===== src/rtl/lsu_mem_stage_if.sv =====
// rtl/lsu_mem_stage_if.sv - EX->MEM->WB handshake, data SRAM response and forwarding bundle
interface lsu_mem_stage_if #(
    parameter int DATA_W = 32,
    parameter int DEST_W = 5,
    parameter int PC_W   = 32
);
    logic              es_to_ms_valid;
    logic              ms_allowin;
    logic              es_mem_req;
    logic [2:0]        es_ld_op;
    logic              es_gr_we;
    logic [DEST_W-1:0] es_dest;
    logic [DATA_W-1:0] es_alu_result;
    logic [PC_W-1:0]   es_pc;
    logic              data_sram_data_ok;
    logic [DATA_W-1:0] data_sram_rdata;
    logic              flush;
    logic              ws_allowin;
    logic              ms_to_ws_valid;
    logic              ms_gr_we;
    logic [DEST_W-1:0] ms_dest;
    logic [DATA_W-1:0] ms_final_result;
    logic [PC_W-1:0]   ms_pc;
    logic              ms_ale;
    logic              ms_fwd_valid;
    logic              ms_fwd_blocked;

    modport slave (
        input  es_to_ms_valid, es_mem_req, es_ld_op, es_gr_we, es_dest, es_alu_result, es_pc,
        input  data_sram_data_ok, data_sram_rdata, flush, ws_allowin,
        output ms_allowin, ms_to_ws_valid, ms_gr_we, ms_dest, ms_final_result, ms_pc,
        output ms_ale, ms_fwd_valid, ms_fwd_blocked
    );

    modport master (
        output es_to_ms_valid, es_mem_req, es_ld_op, es_gr_we, es_dest, es_alu_result, es_pc,
        output data_sram_data_ok, data_sram_rdata, flush, ws_allowin,
        input  ms_allowin, ms_to_ws_valid, ms_gr_we, ms_dest, ms_final_result, ms_pc,
        input  ms_ale, ms_fwd_valid, ms_fwd_blocked
    );
endinterface


===== src/rtl/lsu_mem_stage.sv =====
// rtl/lsu_mem_stage.sv - MEM stage waiting on split-transaction data SRAM, with load extraction
// Optional misaligned-load trap enabled by defining LSU_ALIGN_CHECK_EN.
module lsu_mem_stage #(
    parameter int DATA_W = 32,
    parameter int DEST_W = 5,
    parameter int PC_W   = 32
) (
    input  logic              clk,
    input  logic              reset,
    lsu_mem_stage_if.slave    bus
);
    localparam int OFF_W = $clog2(DATA_W / 8);

    typedef enum logic [1:0] {S_IDLE, S_WAIT, S_READY, S_DROP} state_e;

    state_e            state_q, state_d, entry_state;
    logic              gr_we_q;
    logic [DEST_W-1:0] dest_q;
    logic [DATA_W-1:0] alu_q;
    logic [DATA_W-1:0] rdata_q;
    logic [PC_W-1:0]   pc_q;
    logic [2:0]        ld_op_q;
    logic              accept;
    logic              misaligned;

    assign bus.ms_allowin = (state_q == S_IDLE) || (state_q == S_READY && bus.ws_allowin);
    // A flushing cycle never takes a new entry: whatever EX offers is being killed too.
    assign accept = bus.es_to_ms_valid && bus.ms_allowin && !bus.flush;

`ifdef LSU_ALIGN_CHECK_EN
    logic ale_q;

    always_comb begin
        misaligned = 1'b0;
        case (bus.es_ld_op)
            3'd3, 3'd4: misaligned = bus.es_alu_result[0];
            3'd5, 3'd6: misaligned = |bus.es_alu_result[1:0];
            3'd7:       misaligned = (DATA_W == 64) ? |bus.es_alu_result[2:0]
                                                    : |bus.es_alu_result[1:0];
            default:    misaligned = 1'b0;
        endcase
    end

    always_ff @(posedge clk) begin
        if (reset)       ale_q <= 1'b0;
        else if (accept) ale_q <= misaligned;
    end

    assign bus.ms_ale = ale_q;
`else
    assign misaligned = 1'b0;
    assign bus.ms_ale = 1'b0;
`endif

    assign entry_state = (bus.es_mem_req && !misaligned) ? S_WAIT : S_READY;

    always_comb begin
        state_d = state_q;
        if (bus.flush) begin
            case (state_q)
                S_WAIT, S_DROP: state_d = bus.data_sram_data_ok ? S_IDLE : S_DROP;
                default:        state_d = S_IDLE;
            endcase
        end else begin
            case (state_q)
                S_IDLE:  if (accept) state_d = entry_state;
                S_WAIT:  if (bus.data_sram_data_ok) state_d = S_READY;
                S_READY: if (bus.ws_allowin) state_d = accept ? entry_state : S_IDLE;
                S_DROP:  if (bus.data_sram_data_ok) state_d = S_IDLE;
                default: state_d = S_IDLE;
            endcase
        end
    end

    always_ff @(posedge clk) begin
        if (reset) begin
            state_q <= S_IDLE;
            gr_we_q <= 1'b0;
            dest_q  <= '0;
            alu_q   <= '0;
            rdata_q <= '0;
            pc_q    <= '0;
            ld_op_q <= '0;
        end else begin
            state_q <= state_d;
            if (accept) begin
                gr_we_q <= bus.es_gr_we && !misaligned;
                dest_q  <= bus.es_dest;
                alu_q   <= bus.es_alu_result;
                pc_q    <= bus.es_pc;
                ld_op_q <= bus.es_ld_op;
            end
            if (state_q == S_WAIT && bus.data_sram_data_ok)
                rdata_q <= bus.data_sram_rdata;
        end
    end

    // Lane select works off the hold buffer only, so WB never sees live SRAM data.
    logic [OFF_W-1:0]  off_b, off_h, off_w;
    logic [7:0]        byte_sel;
    logic [15:0]       half_sel;
    logic [31:0]       word_sel;
    logic [DATA_W-1:0] result;

    assign off_b    = alu_q[OFF_W-1:0];
    assign off_h    = off_b & ~OFF_W'(1);
    assign off_w    = off_b & ~OFF_W'(3);
    assign byte_sel = 8'(rdata_q >> {off_b, 3'b000});
    assign half_sel = 16'(rdata_q >> {off_h, 3'b000});
    assign word_sel = 32'(rdata_q >> {off_w, 3'b000});

    always_comb begin
        result = alu_q;
        case (ld_op_q)
            3'd1: result = DATA_W'($signed(byte_sel));
            3'd2: result = DATA_W'(byte_sel);
            3'd3: result = DATA_W'($signed(half_sel));
            3'd4: result = DATA_W'(half_sel);
            3'd5: result = DATA_W'($signed(word_sel));
            3'd6: result = (DATA_W == 64) ? DATA_W'(word_sel) : DATA_W'($signed(word_sel));
            3'd7: result = (DATA_W == 64) ? rdata_q : DATA_W'($signed(word_sel));
            default: result = alu_q;
        endcase
    end

    assign bus.ms_to_ws_valid  = (state_q == S_READY);
    assign bus.ms_gr_we        = gr_we_q;
    assign bus.ms_dest         = dest_q;
    assign bus.ms_pc           = pc_q;
    assign bus.ms_final_result = result;
    assign bus.ms_fwd_valid    = (state_q == S_WAIT || state_q == S_READY) && gr_we_q;
    assign bus.ms_fwd_blocked  = (state_q == S_WAIT);
endmodule


===== src/flat_wrapper.sv =====
// flat-port wrapper written by rule: the top's interface ports become plain ports
module lsu_mem_stage_flat 
#(
    parameter int DATA_W = 32,
    parameter int DEST_W = 5,
    parameter int PC_W   = 32
)
  (clk, reset, bus_es_to_ms_valid, bus_es_mem_req, bus_es_ld_op, bus_es_gr_we, bus_es_dest, bus_es_alu_result, bus_es_pc, bus_data_sram_data_ok, bus_data_sram_rdata, bus_flush, bus_ws_allowin, bus_ms_allowin, bus_ms_to_ws_valid, bus_ms_gr_we, bus_ms_dest, bus_ms_final_result, bus_ms_pc, bus_ms_ale, bus_ms_fwd_valid, bus_ms_fwd_blocked);
  lsu_mem_stage_if #(.DATA_W(DATA_W), .DEST_W(DEST_W), .PC_W(PC_W)) bus_i ();
  input  logic clk;
  input  logic reset;
  input wire logic [$bits(bus_i.es_to_ms_valid)-1:0] bus_es_to_ms_valid;
  input wire logic [$bits(bus_i.es_mem_req)-1:0] bus_es_mem_req;
  input wire logic [$bits(bus_i.es_ld_op)-1:0] bus_es_ld_op;
  input wire logic [$bits(bus_i.es_gr_we)-1:0] bus_es_gr_we;
  input wire logic [$bits(bus_i.es_dest)-1:0] bus_es_dest;
  input wire logic [$bits(bus_i.es_alu_result)-1:0] bus_es_alu_result;
  input wire logic [$bits(bus_i.es_pc)-1:0] bus_es_pc;
  input wire logic [$bits(bus_i.data_sram_data_ok)-1:0] bus_data_sram_data_ok;
  input wire logic [$bits(bus_i.data_sram_rdata)-1:0] bus_data_sram_rdata;
  input wire logic [$bits(bus_i.flush)-1:0] bus_flush;
  input wire logic [$bits(bus_i.ws_allowin)-1:0] bus_ws_allowin;
  output wire logic [$bits(bus_i.ms_allowin)-1:0] bus_ms_allowin;
  output wire logic [$bits(bus_i.ms_to_ws_valid)-1:0] bus_ms_to_ws_valid;
  output wire logic [$bits(bus_i.ms_gr_we)-1:0] bus_ms_gr_we;
  output wire logic [$bits(bus_i.ms_dest)-1:0] bus_ms_dest;
  output wire logic [$bits(bus_i.ms_final_result)-1:0] bus_ms_final_result;
  output wire logic [$bits(bus_i.ms_pc)-1:0] bus_ms_pc;
  output wire logic [$bits(bus_i.ms_ale)-1:0] bus_ms_ale;
  output wire logic [$bits(bus_i.ms_fwd_valid)-1:0] bus_ms_fwd_valid;
  output wire logic [$bits(bus_i.ms_fwd_blocked)-1:0] bus_ms_fwd_blocked;
  assign bus_i.es_to_ms_valid = bus_es_to_ms_valid;
  assign bus_i.es_mem_req = bus_es_mem_req;
  assign bus_i.es_ld_op = bus_es_ld_op;
  assign bus_i.es_gr_we = bus_es_gr_we;
  assign bus_i.es_dest = bus_es_dest;
  assign bus_i.es_alu_result = bus_es_alu_result;
  assign bus_i.es_pc = bus_es_pc;
  assign bus_i.data_sram_data_ok = bus_data_sram_data_ok;
  assign bus_i.data_sram_rdata = bus_data_sram_rdata;
  assign bus_i.flush = bus_flush;
  assign bus_i.ws_allowin = bus_ws_allowin;
  assign bus_ms_allowin = bus_i.ms_allowin;
  assign bus_ms_to_ws_valid = bus_i.ms_to_ws_valid;
  assign bus_ms_gr_we = bus_i.ms_gr_we;
  assign bus_ms_dest = bus_i.ms_dest;
  assign bus_ms_final_result = bus_i.ms_final_result;
  assign bus_ms_pc = bus_i.ms_pc;
  assign bus_ms_ale = bus_i.ms_ale;
  assign bus_ms_fwd_valid = bus_i.ms_fwd_valid;
  assign bus_ms_fwd_blocked = bus_i.ms_fwd_blocked;
  lsu_mem_stage #(.DATA_W(DATA_W), .DEST_W(DEST_W), .PC_W(PC_W)) u_core (.clk(clk), .reset(reset), .bus(bus_i));
endmodule

===== config.mk =====
export PLATFORM = sky130hd
export DESIGN_NAME = lsu_mem_stage_flat
export DESIGN_NICKNAME = d
export VERILOG_FILES = /design/src/rtl/lsu_mem_stage_if.sv /design/src/rtl/lsu_mem_stage.sv /design/src/flat_wrapper.sv
export SDC_FILE = /design/constraint.sdc
export NUM_CORES = 1
export LEC_CHECK = 0
export CELL_PAD_IN_SITES_DETAIL_PLACEMENT = 0
export CELL_PAD_IN_SITES_GLOBAL_PLACEMENT = 1
export CORE_AREA = 2 2 125 127
export CTS_CLUSTER_DIAMETER = 200
export DETAILED_ROUTE_END_ITERATION = 16
export DIE_AREA = 0 0 127 129
export GPL_TIMING_DRIVEN = 1
export MAX_ROUTING_LAYER = met4
export PLACE_DENSITY_LB_ADDON = 0.1
export SYNTH_ARGS = -nofsm -noshare
export SYNTH_HDL_FRONTEND = slang
export SYNTH_SLANG_ARGS = --single-unit

===== constraint.sdc =====
create_clock -name clk -period 4.06 [get_ports clk]
set_input_delay 1.218 -clock clk [delete_from_list [all_inputs] [get_ports clk]]
set_output_delay 1.218 -clock clk [all_outputs]
set_load 0.1 [all_outputs]

* Word-level counts from Yosys, hierarchy flattened
Cells that the tools add are included.
** Cells by class
- Shifts and indexed selects :: 2
- Reduce and logical (&&, ||, !) cells :: 12
- Eq/ne operators :: 14
- Muxes and demuxes :: 11
** Operators by type and width (number)
- $pmux W32 S5 :: 1
- $shr A32 B5 Y16 :: 1
- $shr A32 B5 Y8 :: 1
- $mux W2 :: 9
- $eq A3 B3 Y1 const B :: 4
- $ne A3 B3 Y1 const B :: 3
- $pmux W2 S4 :: 1
- $eq A3 B2 Y1 const B :: 2
- $logic_and A1 B1 Y1 :: 5
- $eq A2 B2 Y1 const B :: 2
- $reduce_and A4 Y1 :: 1
- $eq A3 B1 Y1 const B :: 1
- $ne A3 B2 Y1 const B :: 1
- $reduce_or A3 Y1 :: 1
- $eq A2 B1 Y1 const B :: 1
- $logic_not A2 Y1 :: 1
- $logic_or A1 B1 Y1 :: 2
- $reduce_or A2 Y1 :: 1
- $logic_not A1 Y1 :: 1
** Word-level totals
- Input port bits :: 112
- Word-level logic and storage cells :: 46
- Output and inout port bits :: 75
- Bits in registers :: 107

* Depth between registers and ports, before layout
- Depth after elaboration :: 9
- Mapped depth :: 8
- Depth with buffers taken out :: 6

* Worst setup path after synthesis
Ideal clock, no wire load.
- Kind :: register -> output
- Start point :: reg u_core.alu_q[1]
- End point :: out bus_ms_final_result[2]
- Buffers on the path :: 3
- Data arrival time :: 2.824 ns
- Setup slack :: 0.018 ns
- Data required time :: 2.842 ns
- Cell stages (with the launch flop) :: 7
- Path through :: dfxtp_1 -> buf_6 -> buf_2 -> o21ai_0 -> clkbuf_1 -> a2bb2oi_1 -> a31oi_1
** On the way
- Cells in the longest elaborated chain, start to end :: 2
- Elaborated cells between the ends (all ways) :: 3
- Classes of those cells :: shift: 2; mux: 1
** RTL lines
- from (decl) :: line lsu_mem_stage.sv:19 : logic [DATA_W-1:0] alu_q;
- from (signal assigned) :: line lsu_mem_stage.sv:89 : alu_q <= bus.es_alu_result;
- $shr A32 B5 Y16 / $shr A32 B5 Y8 (equally long branches) :: line lsu_mem_stage.sv:109, lsu_mem_stage.sv:108
- $pmux W32 S5 (*) :: line lsu_mem_stage.sv:114 : case (ld_op_q)
- to (decl) :: line flat_wrapper.sv:27 : output wire logic [$bits(bus_i.ms_final_result)-1:0] bus_ms_final_result;
Every way passes the cells marked *; elsewhere a longest branch is shown, timed or not.

* Worst setup path after layout
- Start point :: reg u_core.ld_op_q[1]
- End point :: out bus_ms_final_result[12]
** On the way
- Cells in the longest elaborated chain, start to end :: 3
- Elaborated cells between the ends (all ways) :: 9
- Classes of those cells :: eq/ne: 7; mux: 1; reduce/logical: 1
** RTL lines
- from (decl) :: line lsu_mem_stage.sv:22 : logic [2:0] ld_op_q;
- from (signal assigned) :: line lsu_mem_stage.sv:91 : ld_op_q <= bus.es_ld_op;
- $eq A3 B3 Y1 :: line lsu_mem_stage.sv:114
- $reduce_or A3 Y1 (no line)
- $pmux W32 S5 (*) :: line lsu_mem_stage.sv:114
Marks and branches as above.

==> impl_metrics.yaml <==
sta:
  finalHoldViolCount: 0
  timing.final.crit_share: 0.9137
  worst-slew-pin-transition_ns: 1.143
  grt_setup_unrepaired: "false"
  report.final.setup_viol: 0
  report.final.slew_viol_count: 0
  setup_tns_ns: 0
  timing_limited_maximum_frequency_ghz: 0.2696
  post-route-min-period_ns: 3.710
  slew_headroom: 0.2381
  final.setup_skew_ns: 0.01023
cts:
  cts_setup_buffers: 0
  clockRootBuffer: "sky130_fd_sc_hd__clkbuf_16"
  cts.repair.resized: 0
  cts_tree: "done"
  clk_pin_slew_worst_paths_ns: 0.08
  clock_tree.buffer_depth: 2
  postCtsHoldBufs: 0
  cts_buffer_count: 9
  cts_htree_levels: 3
  cts.sinks: 107
  clock_insertion_delay_worst_skew_ns: 0.36
floorplan:
  start_util: 0.3258
  core.rowCount: 45
  overall_die_area_um2: 16380
  core_area_um2: 14980
  chipHeight_um: 129
  die_width_um: 127
  i_o_pin_count: 187
global_route:
  grt_max_degree: 108
  global_route.overflow_total: 0
  grt_first_pass_wirelength_um: 25560
  first_global_vias: 4874
  grt_antenna_before_repair: 0
  globalRouteTotalUtil: 0.2070
run:
  drv.max_cap_violation_count: 0
yosys:
  yosysWarnings: 0
  synth.yosys.seq_area_share: 0.4390
  synth.top_cell.area_share: 0.4390
  postSynthNetCount: 760
  post_synth_num_cell_types: 42
  post-synth-top-area-cell: "sky130_fd_sc_hd__dfxtp_1"
  netlist_instances: 643
  ys_top_cells_by_count: "220 x sky130_fd_sc_hd__nand2_1, 121 x sky130_fd_sc_hd__a21oi_1, 107 x sky130_fd_sc_hd__dfxtp_1, 40 x sky130_fd_sc_hd__clkbuf_1, 30 x sky130_fd_sc_hd__inv_1"
  yosys.cell_count.top_type: "sky130_fd_sc_hd__nand2_1"
  synth-edff-count: 0
  synth_area_per_cell_um2: 7.589
  synth_area_leaders: "sky130_fd_sc_hd__dfxtp_1 44%, sky130_fd_sc_hd__nand2_1 17%, sky130_fd_sc_hd__a21oi_1 12%, sky130_fd_sc_hd__o221a_2 3.7%, sky130_fd_sc_hd__clkbuf_1 3.1%"
  synth_area_um2: 4880
  synthArstFlopShare: 0
  synth-seq-cells: 107
  synth_flop_cell: "sky130_fd_sc_hd__dfxtp_1"
worst_hold_path:
  hold_depth: 2
  hold_end: "u_core.bus.ms_pc[11]$_SDFFE_PP0N_"
  min_path_type: "register to register"
  worst_hold_startpoint: "u_core.bus.ms_pc[11]$_SDFFE_PP0N_"
detailed_routing:
  routedLengthMet1_um: 7294
  wl_um: 16290
  highest_layer: "met4"
  detail_route.vias_per_cell: 4.960
  drt_iter0_markers: 399
  detailroute.wirelength.met3_um: 975
  vias: 4930
  drt_drc_violations_left: 0
  drt_pass1_iterations: 4
  routed_wire_length_per_instance_um: 16.39
  wl_met2_um: 7817
  drt_antenna_net_count: 0
cells_and_area:
  layout.cells.non_filler: 994
  drive_gt1_frac: 0.1141
  nNetsFinal: 918
  num_antenna_cells: 0
  area_growth_pct: 53.33
worst_setup_path:
  timing.critical_path.from_type: "register"
  worst_setup_path_end_kind: "output pin"
  worstReg2RegEnd: "u_core.bus.ms_pc[9]$_SDFFE_PP0N_"
  reg2reg_slack_ns: 1.75
  crit_arrival_ns: 2.49
  crit_path_max_fanout: 14
  reg2reg_from: "u_core.state_q[0]$_SDFFE_PP0P_"
  cp.required_ns: 2.84
  ff2ff_path_depth: 7
  worstSetupPathType: "register to output pin"
placed_design:
  place_congestion: 0.8463
  placed_cells_incl_taps: 978
  numPortBuffers: 185
  dp.final_hpwl_um: 11580
pwr:
  static-leakage-power_nw: 2.603
  power_w: 0.003392
  powerDensity_nw_per_um2: 453.4
  power.ir.vdd_worst_uv: 239.1
run_status:
  status: "finished clean"
sequential cells by signal, indices dropped and copies added (netlist names):
| register | count |
|---|---|
| u_core.ld_op_q | 3 |
| u_core.bus.ms_dest | 5 |
| u_core.bus.ms_pc | 32 |
| u_core.alu_q | 32 |
| u_core.bus.ms_gr_we | 1 |
| u_core.state_q | 2 |
| u_core.rdata_q | 32 |
final cells by class:
class                      instances  area, µm²
clock buffer                       9      225.2
clock inverter                     7      85.08
fill                            1473       7495
inverter                          31      116.4
multi-input combinational        456       2424
sequential                       107       2142
tap                              188      235.2
timing repair buffer             196       2255
routing by layer:
metal / vias up / GRT usage
met4: 0 / 0.05301
met1: 2308 / 0.2565
met5: - / -
li1: 2467 / -
met3: 12 / 0.05572
met2: 143 / 0.3365
worst max-delay path by stage:
stage,from,end,slack [ns],cells after the start
final,u_core.ld_op_q[1]$_SDFFE_PP0N_,bus_ms_final_result[12],0.35,6
after global placement,bus_ws_allowin,bus_ms_allowin,0.55,4
after floorplan,u_core.alu_q[1]$_SDFFE_PP0N_,bus_ms_final_result[2],0.02,6
after global routing,u_core.alu_q[1]$_SDFFE_PP0N_,bus_ms_final_result[12],0.18,7
after detailed placement,bus_ws_allowin,bus_ms_allowin,0.47,4
after CTS,u_core.ld_op_q[2]$_SDFFE_PP0N_,bus_ms_final_result[16],0.20,5
cell families after synthesis:
logic type | count (synthesis) | synth area share
other cells | 1 | 0.0007685
mux | 8 | 0.03128
buf+inv | 80 | 0.06641
simple gates | 260 | 0.2108
compound gates | 181 | 0.2372
flops | 107 | 0.4390
fa+ha+maj | 5 | 0.01282
xor+xnor | 1 | 0.001795
critical path, stage by stage (launching register included):
cell	delay [ns]
sky130_fd_sc_hd__dfxtp_1	0.59
sky130_fd_sc_hd__nand2b_1	0.21
sky130_fd_sc_hd__a21oi_1	0.22
sky130_fd_sc_hd__buf_4	0.25
sky130_fd_sc_hd__o32a_1	0.33
sky130_fd_sc_hd__a21oi_1	0.31
sky130_fd_sc_hd__buf_12	0.22
cells in the final DEF (no fill, tap or decap), types with 2 or more instances in the layout:
cell,synthesis,final
sky130_fd_sc_hd__clkdlybuf4s50_1,0,148
sky130_fd_sc_hd__dfxtp_1,107,107
sky130_fd_sc_hd__nor2b_1,4,4
sky130_fd_sc_hd__o32a_1,12,12
sky130_fd_sc_hd__inv_8,0,2
sky130_fd_sc_hd__nor3b_1,2,2
sky130_fd_sc_hd__mux2_2,2,2
sky130_fd_sc_hd__nand2b_1,6,6
sky130_fd_sc_hd__and2_1,3,3
sky130_fd_sc_hd__nor2_1,19,18
sky130_fd_sc_hd__inv_1,30,30
sky130_fd_sc_hd__nand3_1,3,3
sky130_fd_sc_hd__clkbuf_16,0,9
sky130_fd_sc_hd__a22o_1,3,3
sky130_fd_sc_hd__a31oi_1,6,6
sky130_fd_sc_hd__o211ai_1,6,6
sky130_fd_sc_hd__buf_4,1,15
sky130_fd_sc_hd__nand2_1,220,219
sky130_fd_sc_hd__o21ai_0,6,6
sky130_fd_sc_hd__a2bb2oi_1,2,2
sky130_fd_sc_hd__o221a_2,16,16
sky130_fd_sc_hd__mux4_2,3,3
sky130_fd_sc_hd__mux4_1,2,2
sky130_fd_sc_hd__ha_1,5,5
sky130_fd_sc_hd__a21oi_1,121,121
sky130_fd_sc_hd__buf_12,0,33
sky130_fd_sc_hd__clkinvlp_4,0,2
power breakdown:
group,switching [W],leakage (nW),total (W),internal [W]
Combinational,0.000861,1.59,0.00131,0.000453
Clock,0.000440,0.146,0.000931,0.000491
Sequential,0.0000444,0.871,0.00115,0.00110
Total,0.00135,2.60,0.00339,0.00205
stage by stage:
| step | hold slack [ns] | setup WS, ns | utilization | area (µm²) |
|---|---|---|---|---|
| finish | 0.4560 | 0.3504 | 0.4996 | 7482 |
| global route | 0.4735 | 0.1810 | 0.4996 | 7482 |
| CTS | 0.4578 | 0.2033 | 0.4994 | 7480 |
| detailed placement | 0.4490 | 0.4740 | 0.4787 | 7169 |
| global placement | 0.4413 | 0.5479 | 0.4787 | 7169 |
| floorplan | 0.4363 | 0.01768 | - | 4880 |
(Power assumes the default switching activity.)
